### src/rtl/cnn_pkg.sv
// Shared types, constants and tap helpers for the CNN cell datapath.
package cnn_pkg;

    localparam int unsigned WIDTH = 9;
    localparam int unsigned YW    = 2 * WIDTH;
    localparam int unsigned UW    = WIDTH;

    typedef logic signed [YW-1:0] y_t;
    typedef logic signed [UW-1:0] u_t;

    // One raster pixel as carried through the neighbourhood shift register.
    typedef struct packed {
        y_t y;
        u_t u;
    } pixel_t;

    typedef enum logic [1:0] {
        FILL,
        RUN,
        DRAIN,
        DONE_WAIT
    } state_t;

    // Shift-register tap feeding window position k (1..9, row-major, 1 = top-left).
    function automatic int unsigned tap_of(input int unsigned k, input int unsigned img_w);
        int unsigned row;
        int unsigned col;
        row = (k - 1) / 3;
        col = (k - 1) % 3;
        return (2 - row) * img_w + (2 - col);
    endfunction

endpackage

### src/rtl/cnn_tap_shift.sv
// Enabled shift register exposing every tap; tap 0 is the most recent entry.
module cnn_tap_shift #(
    parameter int unsigned DEPTH = 4,
    parameter int unsigned DW    = 8
) (
    input  logic                clk,
    input  logic                rst_n,
    input  logic                en,
    input  logic [DW-1:0]       din,
    output logic [DEPTH*DW-1:0] taps
);

    // Shift one entry towards the older taps on each enable.
    always_ff @(posedge clk or negedge rst_n) begin
        if (!rst_n) begin
            taps <= '0;
        end else if (en) begin
            taps <= {taps[(DEPTH-1)*DW-1:0], din};
        end
    end

endmodule

### src/rtl/cnn_window_feeder.sv
// Streams zero-padded 3x3 Y/U neighbourhoods, one per cell, from a row-major raster.
module cnn_window_feeder
    import cnn_pkg::*;
#(
    parameter int unsigned IMG_W = 16,
    parameter int unsigned IMG_H = 16
) (
    input  logic            clk,
    input  logic            rst_n,
    input  logic            in_valid,
    output logic            in_ready,
    input  y_t              in_y,
    input  u_t              in_u,
    output logic            out_valid,
    input  logic            out_ready,
    output logic [9*YW-1:0] out_y,
    output logic [9*UW-1:0] out_u,
    output logic            out_last,
    output logic            frame_done
);

    localparam int unsigned DEPTH = 2 * IMG_W + 3;
    localparam int unsigned PW    = YW + UW;
    localparam int unsigned NPIX  = IMG_W * IMG_H;
    localparam int unsigned CNT_W = $clog2(NPIX + 1);
    localparam int unsigned DRN_W = $clog2(IMG_W + 2);
    localparam int unsigned ROW_W = $clog2(IMG_H);
    localparam int unsigned COL_W = $clog2(IMG_W);

    state_t             state;
    logic [CNT_W-1:0]   in_cnt;
    logic [DRN_W-1:0]   drain_cnt;
    logic [ROW_W-1:0]   row;
    logic [COL_W-1:0]   col;

    logic               in_fire;
    logic               out_fire;
    logic               drain_load;
    logic               load;
    logic               shift_en;
    pixel_t             shift_din;
    logic [DEPTH*PW-1:0] taps;
    logic               unused_taps;
    logic               at_top;
    logic               at_bot;
    logic               at_left;
    logic               at_right;
    logic [9*YW-1:0]    win_y;
    logic [9*UW-1:0]    win_u;

    // Input acceptance: free in FILL, gated by output slot in RUN, closed otherwise.
    always_comb begin
        in_ready = 1'b0;
        case (state)
            FILL:    in_ready = 1'b1;
            RUN:     in_ready = !out_valid || out_ready;
            default: in_ready = 1'b0;
        endcase
    end

    assign in_fire    = in_valid && in_ready;
    assign out_fire   = out_valid && out_ready;
    assign drain_load = (state == DRAIN) && (!out_valid || out_ready);
    assign load       = ((state == RUN) && in_fire) || drain_load;
    assign shift_en   = in_fire || drain_load;

    // Draining pushes zeros so the last rows reach the centre tap.
    always_comb begin
        shift_din = '0;
        if (!drain_load) begin
            shift_din.y = in_y;
            shift_din.u = in_u;
        end
    end

    cnn_tap_shift #(
        .DEPTH (DEPTH),
        .DW    (PW)
    ) u_shift (
        .clk   (clk),
        .rst_n (rst_n),
        .en    (shift_en),
        .din   (shift_din),
        .taps  (taps)
    );

    // Only nine taps feed the window; the rest are pure delay.
    assign unused_taps = ^taps;

    assign at_top   = (row == '0);
    assign at_bot   = (row == ROW_W'(IMG_H - 1));
    assign at_left  = (col == '0);
    assign at_right = (col == COL_W'(IMG_W - 1));

    // Window built from the post-shift view so the load lands on the same edge as the shift.
    for (genvar k = 1; k <= 9; k++) begin : g_win
        localparam int unsigned TAP = tap_of(k, IMG_W);
        localparam bit KT = (k <= 3);
        localparam bit KB = (k >= 7);
        localparam bit KL = ((k - 1) % 3 == 0);
        localparam bit KR = ((k - 1) % 3 == 2);

        pixel_t src;
        logic   pad;

        if (TAP == 0) begin : g_new
            assign src = shift_din;
        end else begin : g_tap
            assign src = pixel_t'(taps[(TAP-1)*PW +: PW]);
        end

        assign pad = (KT && at_top) || (KB && at_bot) || (KL && at_left) || (KR && at_right);
        assign win_y[k*YW-1 -: YW] = pad ? '0 : src.y;
        assign win_u[k*UW-1 -: UW] = pad ? '0 : src.u;
    end

    // Frame sequencing, centre counters and the registered output window.
    always_ff @(posedge clk or negedge rst_n) begin
        if (!rst_n) begin
            state      <= FILL;
            in_cnt     <= '0;
            drain_cnt  <= '0;
            row        <= '0;
            col        <= '0;
            out_valid  <= 1'b0;
            out_y      <= '0;
            out_u      <= '0;
            out_last   <= 1'b0;
            frame_done <= 1'b0;
        end else begin
            frame_done <= 1'b0;

            if (load) begin
                out_valid <= 1'b1;
                out_y     <= win_y;
                out_u     <= win_u;
                out_last  <= at_bot && at_right;
                if (at_right) begin
                    col <= '0;
                    row <= at_bot ? '0 : row + 1'b1;
                end else begin
                    col <= col + 1'b1;
                end
            end else if (out_fire) begin
                out_valid <= 1'b0;
            end

            case (state)
                FILL: begin
                    if (in_fire) begin
                        in_cnt <= in_cnt + 1'b1;
                        if (in_cnt == CNT_W'(IMG_W)) begin
                            state <= RUN;
                        end
                    end
                end
                RUN: begin
                    if (in_fire) begin
                        in_cnt <= in_cnt + 1'b1;
                        if (in_cnt == CNT_W'(NPIX - 1)) begin
                            state <= DRAIN;
                        end
                    end
                end
                DRAIN: begin
                    if (drain_load) begin
                        drain_cnt <= drain_cnt + 1'b1;
                        if (drain_cnt == DRN_W'(IMG_W)) begin
                            state <= DONE_WAIT;
                        end
                    end
                end
                DONE_WAIT: begin
                    if (out_fire && out_last) begin
                        frame_done <= 1'b1;
                        state      <= FILL;
                        in_cnt     <= '0;
                        drain_cnt  <= '0;
                        row        <= '0;
                        col        <= '0;
                    end
                end
                default: state <= FILL;
            endcase
        end
    end

endmodule

### config.mk
export PLATFORM = sky130hd
export DESIGN_NAME = cnn_window_feeder
export DESIGN_NICKNAME = d
export VERILOG_FILES = /design/src/rtl/cnn_pkg.sv /design/src/rtl/cnn_tap_shift.sv /design/src/rtl/cnn_window_feeder.sv
export SDC_FILE = /design/constraint.sdc
export NUM_CORES = 2
export LEC_CHECK = 0
export CORE_ASPECT_RATIO = 1.75
export CORE_MARGIN = 10
export CORE_UTILIZATION = 47
export DETAILED_ROUTE_END_ITERATION = 7
export HOLD_SLACK_MARGIN = 0.03
export PLACE_DENSITY = 0.75
export SYNTH_ARGS = -nofsm -noshare
export SYNTH_HDL_FRONTEND = slang
export SYNTH_SLANG_ARGS = --single-unit
### constraint.sdc
create_clock -name clk -period 6.1 [get_ports clk]
set_input_delay 0.915 -clock clk [delete_from_list [all_inputs] [get_ports clk]]
set_output_delay 0.915 -clock clk [all_outputs]
set_load 0.03 [all_outputs]
* Word-level counts from Yosys, hierarchy flattened
Index checks and enable logic that the tools add are counted.
** Cells by class
- Mux-type cells :: 45
- Equality and inequality tests :: 16
- Reductions and logical operators :: 24
- Add/subtract/negate cells :: 4
** Operator list (count)
- two-way mux 18 bit :: 8
- two-way mux 9 bit :: 10
- two-way mux 4 bit :: 9
- two-way mux 27 bit :: 1
- case mux 9 bit (2 select lines) :: 1
- two-way mux 2 bit :: 7
- two-way mux 5 bit :: 2
- != test 2 bit, second input constant :: 5
- case mux 5 bit (2 select lines) :: 1
- adder 9 x 1 -> 9 bit, second input constant :: 1
- == test 9 x 5 -> 1 bit, second input constant :: 1
- == test 9 x 8 -> 1 bit, second input constant :: 1
- adder 4 x 1 -> 4 bit, second input constant :: 2
- == test 4 bit, second input constant :: 2
- zero test 4 bit :: 2
- case mux 2 bit (4 select lines) :: 1
- logical OR 1 bit :: 7
- AND reduction 7 bit :: 1
- logical AND 1 bit :: 6
- != test 2 x 1 -> 1 bit, second input constant :: 3
- AND reduction 3 bit :: 2
- nonzero test 2 bit :: 3
- adder 5 x 1 -> 5 bit, second input constant :: 1
- == test 5 bit, second input constant :: 1
- other kinds (7) :: 11
** Storage, ports and cells
- Output and inout port bits :: 247
- Register bits :: 1188
- Logic and storage cells :: 100
- Bits of input ports :: 31

* Longest topological paths before layout
- Depth after elaboration :: 9
- Depth in mapped cells :: 9
- Mapped depth without buffers :: 8

* Modules after synthesis
From an unflattened synthesis, not the netlist that was laid out.
** Unflattened totals
- Cell total of the unflattened synthesis :: 3192
- Area, all modules :: 46957.5 sq um
** By module, submodules not included
- cnn_tap_shift :: area each 35246.3 sq um, seq. area each 23647.7 sq um, times used 1, cells an instance 1995
- cnn_window_feeder :: area each 11711.2 sq um, seq. area each 6756.5 sq um, times used 1, cells an instance 1197

* Worst setup path after synthesis
No wires, ideal clock.
- Path type :: input to output
- Start :: input out_ready
- End :: output in_ready
- Path slack :: 3241 ps
- Data arrival time :: 1944 ps
- Required time :: 5185 ps
- Cell stages on the path :: 6
- Buffers on the path :: 3
- Cell sequence :: nand2b_1 buf_2 a21oi_2 inv_1 buf_2 buf_1
** On the way
- Word-level cells in the longest chain between the ends :: 2
** RTL lines
- start, declared :: RTL line cnn_window_feeder.sv:15 : input logic out_ready,
- logical OR 1 bit :: RTL line cnn_window_feeder.sv:56 : RUN: in_ready = !out_valid || out_ready;
- case mux 1 bit (2 select lines) :: RTL line cnn_window_feeder.sv:54 : case (state)
- end, declared :: RTL line cnn_window_feeder.sv:11 : output logic in_ready,
Every way passes these cells.

* Worst setup path after layout
Ends and elaborated chain as after synthesis.

==> impl_summary.log <==
INFO  metric drive_gt1_share = 32.2%
INFO  metric critical_path_buf_inv_count = 5
INFO  metric power.static_leakage = 26.0 nW
INFO  metric clk_latency = 0.71 ns
INFO  metric final_max_slew_viol_count = 0
INFO  metric drc_errors = 0
INFO  metric critical_path.startpoint_type = input pin
INFO  metric proportion_of_register_bits_with_asynchronous_set_or_reset_after_synthesis = 100%
INFO  metric nets = 3480
INFO  metric tightest_slew = 1.20 ns
INFO  metric clock_root_buffer = clkbuf_16
INFO  metric gr_usage_total = 16.5%
INFO  metric yosysWarnings = 0
INFO  metric first_global_vias = 26600
INFO  metric post_cts_hold_fix_bufs = 0
INFO  metric drv_cap = 0
INFO  metric areaGrowthSynthToFinish = 15.8%
INFO  metric pin_count = 278
INFO  metric final_common_cell = dfrtp_1
INFO  metric die_h = 432 µm
INFO  metric synth_flop_cell = dfrtp_1
INFO  metric groute.layer.met1.usage = 18.8%
INFO  metric critPathRequiredTime = 5.18 ns
INFO  metric cts.sinks = 1188
INFO  metric hold_path.class = in2async
INFO  metric path_class = in2out
INFO  metric rsz_0062_raised_after_global_routing = false
INFO  metric cts_buffers = 103
INFO  metric grt_util_met3 = 3.36%
INFO  metric number_of_input_and_output_port_buffers_inserted = 277
INFO  metric outcome = finished clean
INFO  metric drt_wl_total = 90700 µm
INFO  metric synth-seq-area-share = 65.1%
INFO  metric avg_vias_per_cell = 5.22
INFO  metric grt_max_degree = 181
INFO  metric floorplan.die.width = 256 µm
INFO  metric path_max_fanout = 29
INFO  metric hold_viol = 0
INFO  metric detail_route.first_pass.iterations = 5
INFO  metric initial_antenna_violation_count = 3
INFO  metric placed_area = 0.0493 mm²
INFO  metric timing.max_slew.rel_slack = 19.6%
INFO  metric vias_after_detailed_routing = 25200
INFO  metric hpwl = 59900 µm
INFO  metric stdcell_area = 0.0529 mm²
INFO  metric layout.core_utilization = 54.7%
INFO  metric grt_busiest_layer = met2
INFO  metric commonest_non_fill_non_tap_cells_in_the_layout = dfrtp_1, mux2_2, nand2_1
INFO  metric detail-route-antenna-nets = 0
INFO  metric irDropWorstVdd = 0.345 mV
INFO  metric critPathTopFamily = buffers and inverters
INFO  metric synthesis.instances = 3187
INFO  metric drtIter0Drc = 1375
INFO  metric place.gp.congestion = 0.804
INFO  metric die_area = 0.111 mm²
INFO  metric floorplan.core_area = 0.0965 mm²
INFO  metric wl_per_cell = 18.8 µm
INFO  metric critPathCaptureType = output port
INFO  metric syn-cell-area = 0.0457 mm²
INFO  metric initial_core_util = 47.3%
INFO  metric post_layout_min_period = 4.46 ns
INFO  metric routing_usage_on_met2 = 29.6%
INFO  metric grt_first_pass_wirelength = 147000 µm
INFO  metric worstPathCellList = clkdlybuf4s50_1 > nand2b_1 > a21oi_2 > buf_4 > inv_1 > buf_4 > clkdlybuf4s50_1
INFO  metric maxClockFrequency = 224 MHz
INFO  metric syn-num-nets = 3231
INFO  metric holdWs = 0.212 ns
INFO  metric cts.clk_slew.worst_paths = 0.06 ns
INFO  metric setup-tns-final = 0 ns
INFO  metric cts_post_setup_buffers_inserted = 0
INFO  metric clock_tree.htree_level_count = 3
INFO  metric cp_slowest_cell = clkdlybuf4s50_1
INFO  metric arrival = 3.54 ns
INFO  metric critPathMaxStageDelay = 0.75 ns
INFO  metric ys_seq_elements = 1188
INFO  metric synthDistinctLibCells = 46
INFO  metric grt_overflow_total = 0
INFO  metric std_cell_rows = 151
INFO  metric synth-edff-count = 0
INFO  metric fin_skew = 0.0637 ns
INFO  metric tritoncts_clock_tree = built
INFO  metric pwr_density_cell = 515 mW/mm²
INFO  metric final-setup-viol-count = 0
INFO  metric synth_area_per_cell = 14.3 µm²
INFO  metric period_share = 73.0%
INFO  metric post_cts.resized_instances = 0
INFO  metric max-clock-path-buffers = 3
[area by class of cell]
| type | count | area (µm²) |
|---|---|---|
| fillers | 7764 | 43700 |
| flip-flops and latches | 1188 | 29700 |
| multi-input cells | 1784 | 14300 |
| repair buffers | 339 | 3560 |
| clock buffers | 153 | 3040 |
| well taps | 1300 | 1630 |
| clock inverters | 36 | 478 |
| inverters | 20 | 75.1 |
| diodes | 1 | 2.50 |
[metrics by stage]
stage	setup slack, ns	instances	power [mW]
after floorplan	3.24	3187	18.6
after global placement	1.61	4631	20.5
after detailed placement	1.55	4631	20.8
after CTS	1.67	4820	27.6
after global routing	1.51	4821	28.7
final	1.64	4821	27.2
[state kept, by name, indices dropped and copies added (netlist names), 2 cells and up]
name          flops
in_cnt            9
state             2
out_y           162
u_shift.taps    918
col               4
row               4
drain_cnt         5
out_u            81
[worst register-to-register path, stage by stage, from the launching register on]
cell,delay (ns)
dfrtp_1,0.47
inv_1,0.10
ha_1,0.30
a21oi_2,0.16
buf_4,0.30
inv_1,0.20
a21oi_4,0.87
buf_12,0.30
buf_12,0.29
mux2_2,0.40
[Yosys cell counts (10+ instances only)]
library cell,n,area share [%]
a21oi_1,39,0.43
o21ai_0,37,0.41
buf_6,102,2.5
dfrtp_1,1188,65
clkbuf_1,34,0.28
a22o_1,27,0.52
buf_1,10,0.082
inv_1,20,0.16
nand3_1,225,2.5
nand2_1,473,3.9
buf_2,48,0.53
ha_1,13,0.36
mux2_2,892,22
[kinds of logic (layout without fill, tap and decap cells)]
family          after synthesis  in the layout  synth area share, %
flops                      1188           1188                 65.1
simple gates                746            746                 7.03
compound gates              131            131                 1.88
buf+inv                     215            548                 3.58
mux                         894            894                 22.0
other cells                   0              1                    0
fa+ha+maj                    13             13                0.356
[worst paths after layout]
kind                                    from  slack (ns)           endpoint  depth (start not counted)
setup / recovery                   out_ready        1.64           in_ready                          7
hold / removal                         rst_n        0.21  u_shift.taps[754]                          1
setup reg to reg                    state[1]        2.53  u_shift.taps[562]                          9
hold reg to reg            u_shift.taps[391]        0.45  u_shift.taps[418]                          1
max in group asynchronous              rst_n        4.28  u_shift.taps[364]                          2
min in group clk           u_shift.taps[391]        0.45  u_shift.taps[418]                          1
[routing by layer]
| metal | share of wire [%] | wire length, µm |
|---|---|---|
| met1 | 39 | 35500 |
| met2 | 52 | 47500 |
| met3 | 4.8 | 4390 |
| met4 | 3.6 | 3300 |
| met5 | 0 | 0 |
[power by group]
group	internal, mW	switching [mW]
registers	10.1	1.28
logic	4.47	4.78
clock network	3.73	2.90
total	18.3	8.96
Note: power is estimated with default switching activity, not from simulation.
